<file path="config.mk">
export PLATFORM = sky130hd
export DESIGN_NAME = fas_bist_flat
export DESIGN_NICKNAME = d
export VERILOG_FILES = /design/src/rtl/fas_bist_if.sv /design/src/rtl/fas_bist.sv /design/src/flat_wrapper.sv
export SDC_FILE = /design/constraint.sdc
export NUM_CORES = 1
export LEC_CHECK = 0
export CORE_MARGIN = 2
export CORE_UTILIZATION = 40
export DETAILED_ROUTE_END_ITERATION = 8
export GPL_ROUTABILITY_DRIVEN = 0
export MAX_ROUTING_LAYER = met4
export PLACE_DENSITY_LB_ADDON = 0.1
export REMOVE_ABC_BUFFERS = 1
export SETUP_SLACK_MARGIN = 0.15
export SLEW_MARGIN = 30
export SYNTH_ARGS = -nofsm -noshare
export SYNTH_HDL_FRONTEND = slang
export SYNTH_SLANG_ARGS = --single-unit
</file>
<file path="constraint.sdc">
create_clock -name clk -period 3.35 [get_ports clk]
set_input_delay 0.335 -clock clk [delete_from_list [all_inputs] [get_ports clk]]
set_output_delay 0.335 -clock clk [all_outputs]
set_load 0.02 [all_outputs]
</file>
<file path="src/rtl/fas_bist_if.sv">
// Operand/result bundle between the BIST engine and the FAS adder/subtractor.
interface fas_bist_if;
    logic [7:0] A;
    logic [7:0] B;
    logic       S;
    logic [7:0] Sum;
    logic       Cout;

    modport master (output A, B, S, input Sum, Cout);
    modport slave  (input A, B, S, output Sum, Cout);
endinterface

</file>
<file path="src/rtl/fas_bist.sv">
// Self-test engine for the 8-bit FAS: drives a fixed vector sequence, checks
// Sum/Cout against a golden result delayed by LAT cycles, and reports status.
module fas_bist #(
    parameter int         NVEC = 512,
    parameter int         LAT  = 0,
    parameter logic [7:0] SEED = 8'hA5
) (
    input  logic        clk,
    input  logic        rst_n,
    input  logic        start,
    output logic        busy,
    output logic        done,
    output logic        pass,
    output logic [15:0] err_count,
    output logic        fail_valid,
    output logic [8:0]  fail_idx,
    output logic [1:0]  dbg_state,
    fas_bist_if.master  fas
);
    typedef enum logic [1:0] {IDLE, RUN, DRAIN, DONE} state_t;

    localparam logic [9:0] NV = 10'(NVEC);

    state_t     state;
    logic [9:0] vidx;
    logic [1:0] dcnt;

    // Stage 0 is aligned with the vector currently on A/B/S; stage LAT meets Sum/Cout.
    logic [LAT:0] vld;
    logic [8:0]   exp_res  [0:LAT];
    logic [8:0]   idx_pipe [0:LAT];

    logic       issue;
    logic [8:0] issue_idx;
    logic [7:0] cur_a;
    logic [7:0] cur_b;
    logic       cur_s;
    logic [8:0] cur_res;
    logic       hit;

    assign dbg_state = state;

    always_comb begin
        issue     = 1'b0;
        issue_idx = vidx[8:0];
        if (state == IDLE && start) begin
            issue     = 1'b1;
            issue_idx = 9'd0;
        end else if (state == RUN && vidx < NV) begin
            issue = 1'b1;
        end
        cur_a = issue_idx[7:0];
        cur_b = {issue_idx[3:0], issue_idx[7:4]} ^ SEED;
        cur_s = issue_idx[8];
        if (cur_s)
            cur_res = {1'b0, cur_a} + {1'b0, ~cur_b} + 9'd1;
        else
            cur_res = {1'b0, cur_a} + {1'b0, cur_b};
    end

    assign hit = vld[LAT] && ({fas.Cout, fas.Sum} != exp_res[LAT]);

    always_ff @(posedge clk) begin
        if (!rst_n) begin
            vld   <= '0;
            fas.A <= 8'd0;
            fas.B <= 8'd0;
            fas.S <= 1'b0;
        end else begin
            vld[0] <= issue;
            if (issue) begin
                fas.A       <= cur_a;
                fas.B       <= cur_b;
                fas.S       <= cur_s;
                exp_res[0]  <= cur_res;
                idx_pipe[0] <= issue_idx;
            end
            for (int k = 1; k <= LAT; k++) begin
                vld[k]      <= vld[k-1];
                exp_res[k]  <= exp_res[k-1];
                idx_pipe[k] <= idx_pipe[k-1];
            end
        end
    end

    // start is a level request taken only in IDLE (no queuing); busy spans
    // RUN..DONE and done pulses for the single DONE cycle of each run.
    always_ff @(posedge clk) begin
        if (!rst_n) begin
            state      <= IDLE;
            busy       <= 1'b0;
            done       <= 1'b0;
            pass       <= 1'b0;
            err_count  <= 16'd0;
            fail_valid <= 1'b0;
            fail_idx   <= 9'd0;
            vidx       <= 10'd0;
            dcnt       <= 2'd0;
        end else begin
            done <= 1'b0;
            if (hit) begin
                if (err_count != 16'hFFFF)
                    err_count <= err_count + 16'd1;
                if (!fail_valid) begin
                    fail_valid <= 1'b1;
                    fail_idx   <= idx_pipe[LAT];
                end
            end
            case (state)
                IDLE: begin
                    if (start) begin
                        state      <= RUN;
                        busy       <= 1'b1;
                        pass       <= 1'b0;
                        err_count  <= 16'd0;
                        fail_valid <= 1'b0;
                        fail_idx   <= 9'd0;
                        vidx       <= 10'd1;
                    end
                end
                RUN: begin
                    if (vidx < NV) begin
                        vidx <= vidx + 10'd1;
                    end else if (LAT == 0) begin
                        // Final compare lands on this edge, so fold it into pass.
                        state <= DONE;
                        done  <= 1'b1;
                        pass  <= (err_count == 16'd0) && !hit;
                    end else begin
                        state <= DRAIN;
                        dcnt  <= 2'd0;
                    end
                end
                DRAIN: begin
                    if (dcnt == 2'(LAT - 1)) begin
                        state <= DONE;
                        done  <= 1'b1;
                        pass  <= (err_count == 16'd0) && !hit;
                    end else begin
                        dcnt <= dcnt + 2'd1;
                    end
                end
                DONE: begin
                    state <= IDLE;
                    busy  <= 1'b0;
                end
                default: state <= IDLE;
            endcase
        end
    end
endmodule

</file>
<file path="src/flat_wrapper.sv">
// flat-port wrapper written by rule: the top's interface ports become plain ports
module fas_bist_flat 
#(
    parameter int         NVEC = 512,
    parameter int         LAT  = 0,
    parameter logic [7:0] SEED = 8'hA5
)
  (clk, rst_n, start, busy, done, pass, err_count, fail_valid, fail_idx, dbg_state, fas_A, fas_B, fas_S, fas_Sum, fas_Cout);
  fas_bist_if fas_i ();
  input  logic clk;
  input  logic rst_n;
  input  logic start;
  output logic busy;
  output logic done;
  output logic pass;
  output logic [15:0] err_count;
  output logic fail_valid;
  output logic [8:0] fail_idx;
  output logic [1:0] dbg_state;
  output wire logic [$bits(fas_i.A)-1:0] fas_A;
  output wire logic [$bits(fas_i.B)-1:0] fas_B;
  output wire logic [$bits(fas_i.S)-1:0] fas_S;
  input wire logic [$bits(fas_i.Sum)-1:0] fas_Sum;
  input wire logic [$bits(fas_i.Cout)-1:0] fas_Cout;
  assign fas_A = fas_i.A;
  assign fas_B = fas_i.B;
  assign fas_S = fas_i.S;
  assign fas_i.Sum = fas_Sum;
  assign fas_i.Cout = fas_Cout;
  fas_bist #(.NVEC(NVEC), .LAT(LAT), .SEED(SEED)) u_core (.clk(clk), .rst_n(rst_n), .start(start), .busy(busy), .done(done), .pass(pass), .err_count(err_count), .fail_valid(fail_valid), .fail_idx(fail_idx), .dbg_state(dbg_state), .fas(fas_i));
endmodule
</file>
; ---- Word-level counts from Yosys, hierarchy flattened
; Memories as Yosys holds them, arrays and structs flattened.
; Cells that the tools add are included.
; W data, S select, Z words.
[op_classes]
bitwise = 3
n_lt_le_gt_ge = 1
muxes = 34
reduce_logical = 15
addsub = 6
n_eq_ne = 10
[ops]
columns = op, count
row1 = $mux W16, 4
row2 = $mux W9, 6
row3 = $mux W10, 2
row4 = $pmux W10 S2, 1
row5 = $add A8 B8 Y9, 2
row6 = $add A16 B1 Y16 const B, 1
row7 = $logic_not A16 Y1, 1
row8 = $ne A16 B16 Y1 const B, 1
row9 = $mux W1, 14
row10 = $add A10 B1 Y10 const B, 1
row11 = $lt A10 B10 Y1 const B, 1
row12 = $add A9 B1 Y9 const B, 1
row13 = $ne A9 B9 Y1, 1
row14 = $not A8 Y8, 1
row15 = $pmux W2 S4, 1
row16 = $eq A2 B2 Y1 const B, 3
row17 = $mux W2, 3
row18 = $ne A2 B2 Y1 const B, 3
row19 = $reduce_and A3 Y1, 2
row20 = $logic_and A1 B1 Y1, 4
row21 = $not A4 Y4, 1
row22 = $pmux W1 S2, 2
row23 = $reduce_and A2 Y1, 2
row24 = $reduce_and A4 Y1, 1
row25 = other kinds (9), 10
[totals]
n_memories = 2
word_cells = 84
output_inout_bits = 48
register_bits = 61
mem_bits_rw = 18
[memory_table]
columns = name, words, width, read_ports, rd_clocked_by_memory_dff, wr, line
row1 = u_core.exp_res, 1, 9, 1, 0, 1, fas_bist.sv:30  ; logic [8:0] exp_res [0:LAT];
row2 = u_core.idx_pipe, 1, 9, 1, 0, 1, fas_bist.sv:31  ; logic [8:0] idx_pipe [0:LAT];

; ---- Depth between registers and ports, before layout
[logic_depth]
depth_word = 8
depth_mapped = 13
ltp_nobuf = 12

; ---- Worst setup path before layout
; OpenSTA, ideal clock, no wires.
[synth_path]
path_kind = register to register
from = register u_core.state[0], in the netlist u_core.dbg_state[0]
to = memory u_core.exp_res[0][8], data pin
arrival_time_ns = 2.863
period_less_slack_ns = 3.020
setup_ns = 0.157
t_required_ns = 3.193
path_slack_ns = 0.330
stages_incl_launch_ff = 13
cell_sequence = dfxtp_1 -> inv_1 -> ha_1 -> nand2_1 -> clkbuf_1 -> nand2_1 -> inv_1 -> ha_1 -> nand2b_1 -> a211oi_1 -> o41ai_1 -> or2_2 -> a32oi_1
[synth_between]
elab_chain_len = 8
elab_cells_between_ends = 9
classes_between = add/sub: 3 / mux: 2 / bitwise: 2 / reduce/logical: 2
[synth_rtl]
columns = element, line
row1 = from (decl), fas_bist.sv:24  ; state_t state;
row2 = from (signal assigned), fas_bist.sv:90  ; state <= IDLE;
row3 = from (signal assigned), fas_bist.sv:112  ; state <= RUN;
row4 = from (signal assigned), fas_bist.sv:126  ; state <= DONE;
row5 = $logic_not A2 Y1 (*), fas_bist.sv:46  ; if (state == IDLE && start) begin
row6 = $logic_and A1 B1 Y1 (*), fas_bist.sv:46
row7 = $mux W9 (*), fas_bist.sv:46
row8 = $not A4 Y4 (no source line) (*), -
row9 = net u_core.cur_b[5], fas_bist.sv:36  ; logic [7:0] cur_b;
row10 = $not A8 Y8, fas_bist.sv:56  ; cur_res = {1'b0, cur_a} + {1'b0, ~cur_b} + 9'd1;
row11 = $add A8 B8 Y9, fas_bist.sv:56
row12 = $add A9 B1 Y9, fas_bist.sv:56
row13 = $mux W9 (*), fas_bist.sv:55  ; if (cur_s)
row14 = net u_core.cur_res[8], fas_bist.sv:38  ; logic [8:0] cur_res;
row15 = to (decl), fas_bist.sv:30
; The timed path passes the listed nets; every way through them passes the cells marked *.

; ---- Worst setup path in the final report
; Ends and elaborated chain as after synthesis.

==> flow_summary.toml <==
[worst_setup_path]
cp_slowest_stage_delay_ps = 440
critPathLaunchType = "flop"
reg2reg_slack_ps = 500
r2r_cells = 11
critPathArrivalTime_ps = 3040
crit_cells = 11
end_kind = "flop"
crit_required_ps = 3540
path_cells = "inv_1 -> ha_1 -> nand2_4 -> nand2_1 -> inv_1 -> ha_1 -> nand2b_1 -> a211oi_2 -> o41ai_1 -> or2_2 -> a32oi_1"
path_max_fanout = 11
path_class = "flop to flop"
critical_path.slowest_cell = "dfxtp_1"
crit_family = "simple AND/OR/NAND/NOR gates"
worstPathBufferInverterCount = 2

[sta]
max_slew_margin_pct = 46.4
timing.final.hold_violations = 0
hold_slack_ps = 457
setup_tns_ps = 0
slew_violations = 0
tightest_slew_ps = 804
rsz0062_at_grt = "false"
fin_skew_ps = 9.47
period_share_pct = 85.0
fmax_mhz = 351
fin_crit_ps = 2850
setup_viol = 0

[clock_network]
htreeDepth = 3
cts_tree = "done"
cts.sinks = 75
cts_root_buffer = "clkbuf_8"
cts_setup_buffers = 0
cts_max_path_buffers = 2
cts.reportedPaths.clkPinSlew_ps = 80
clock_latency_ps = 350
cts_buffers = 9

[synth]
synthTopCellsByCount = "64 x nand2_1, 57 x dfxtp_1, 31 x a21oi_1, 29 x o21ai_0, 23 x nor2_1"
yosys-top-cells-area = "dfxtp_1 28%, edfxtp_1 13%, ha_1 6.9%"
synth_edf_count = 18
ys_types = 59
synth_seq_area_share_pct = 42.0
ys_ff_latch = 75
synth_cells = 447
synth_warnings = 0
syn_avg_cell_area_um2 = 8.97
yosys.area.top_type = "dfxtp_1"
synth.most_common_cell = "nand2_1"
synth.top_cell.area_share_pct = 28.5
ys.flop_type = "dfxtp_1"
syn-cell-area_um2 = 4010
async_reset_ff_share_pct = 0

[pwr]
power_density_nw_per_um2 = 535
power.total_w = 0.00261
vdd_ir_drop_max_v = 0.000244
p_leak_nw = 1.80

[die]
die-height_um = 104
core_um2 = 9730
io_pins = 60
die_w_um = 104
initial_utilization_pct = 41.2
fp-row-count = 36
fp.dieArea_um2 = 10800

[placement]
port_buffers = 59
dp_hpwl_mm = 6.78
placedCellCount = 621
post_dp_cell_area_um2 = 4670

[grt]
grt_pass1_wl_mm = 15.8
grt_antenna_before_repair = 0
overflow = 0
grt_pass1_vias = 3077
gr-usage-all-layers_pct = 18.4
grt_max_degree = 26

[routing]
met2_length_mm = 4.39
m1WireLength_mm = 4.33
drc = 0
wl_mm = 9.26
wire_per_inst_um = 14.5
vias = 3315
met3_wirelength_um = 441
dr.pass1.iters = 4
ant_nets = 0
topRoutingLayerUsed = "met4"
drt_iter0_drc = 130
via_per_inst = 5.20

[outcome]
status = "finished, final reports clean"

[layout]
syn_to_final_growth_pct = 21.7
register_area_um2 = 1680
n_antenna_cell = 0
fillers = 974
drive_gt1_share_pct = 7.34
final_area_um2 = 4880
nNetsFinal = 535
stdcell_count = 637
multi_input_area_um2 = 2130

[min_path]
hold_depth = 2
hold_class = "flop to flop"

[flow_run]
drv_cap = 0
==> final cells by class <==
| type | count | share of cell area, % |
|---|---|---|
| repair buffers | 65 | 13.0 |
| inverters | 19 | 1.46 |
| clock buffers | 11 | 3.13 |
| flip-flops and latches | 75 | 34.5 |
| multi-input cells | 329 | 43.6 |
| clock inverters | 5 | 0.872 |
| well taps | 133 | 3.41 |
==> metal layers <==
layer,vias up,track usage (%)
met2,110,28.9
met5,-,-
met1,1523,24.2
met4,0,5.50
met3,9,3.45
li1,1673,-
==> report_power, final <==
group          leakage (nW)  switching, W  total [W]  internal, W
clock network        0.0957      0.000361   0.000683     0.000322
registers             0.626     0.0000951    0.00115      0.00106
logic                  1.08      0.000466   0.000774     0.000308
==> cells by family (layout without fill, tap and decap cells) <==
| group | count (synthesis) | after routing | synth area share, % |
|---|---|---|---|
| AND/OR/NAND/NOR | 177 | 177 | 22.6 |
| flip-flops | 75 | 75 | 42.0 |
| buffers and inverters | 43 | 100 | 5.28 |
| XOR/XNOR | 24 | 24 | 5.25 |
| multiplexers | 10 | 10 | 2.53 |
| AO/OA/AOI/OAI | 94 | 94 | 14.5 |
| adder cells (fa/ha/maj) | 24 | 24 | 7.87 |
==> registers in the layout (all words and copies together), names as in the netlist <==
signal             flops
u_core.idx_pipe        9
u_core.fail_valid      1
u_core.busy            1
u_core.fas.S           1
u_core.vidx           10
u_core.err_count      16
u_core.dbg_state       2
u_core.dcnt            2
u_core.done            1
u_core.exp_res         9
u_core.fas.A           7
u_core.pass            1
u_core.fas.B           5
u_core.fail_idx        9
u_core.vld             1
==> final timing paths <==
path | startpoint | to
hold / removal | u_core.fail_idx[1] | u_core.fail_idx[1]
setup reg to reg | u_core.dbg_state[0] | u_core.exp_res[0][8]
setup / recovery | u_core.dbg_state[0] | u_core.exp_res[0][8]
hold reg to reg | u_core.fail_idx[1] | u_core.fail_idx[1]
==> stage by stage <==
step	setup WS, ps	util [%]
CTS	283	50.0
finish	504	50.1
global route	246	50.1
floorplan	461	-
global placement	279	48.0
detailed placement	211	48.0
==> worst reg2reg max path, delay by kind of cell (launching register included) <==
family / cells / cell delay (ps)
adders and majority gates: 2 / 680
AOI/OAI and AO/OA: 3 / 520
DFF: 1 / 440
and+or+nand+nor: 4 / 770
buffers and inverters: 2 / 300
==> layout by cell type (no fill, tap or decap), drive strengths merged, types with 8 or more instances in the layout <==
cell / count
and3: 8
dfxtp: 57
nand2: 64
edfxtp: 18
nand4: 9
a21oi: 31
nand2b: 8
nor2: 24
xnor2: 9
nor2b: 11
ha: 22
inv: 21
o21ai: 30
clkbuf: 11
mux2i: 9
nand3: 18
clkdlybuf4s50: 59
xor2: 15
==> repair_timing <==
item                                   4_1_cts  5_1_grt
resized for setup                            0        3
endpoints found under the hold margin        0        0
setup endpoints to repair                    0        4
hold buffers                                 0        0
(Power assumes the default switching activity.)
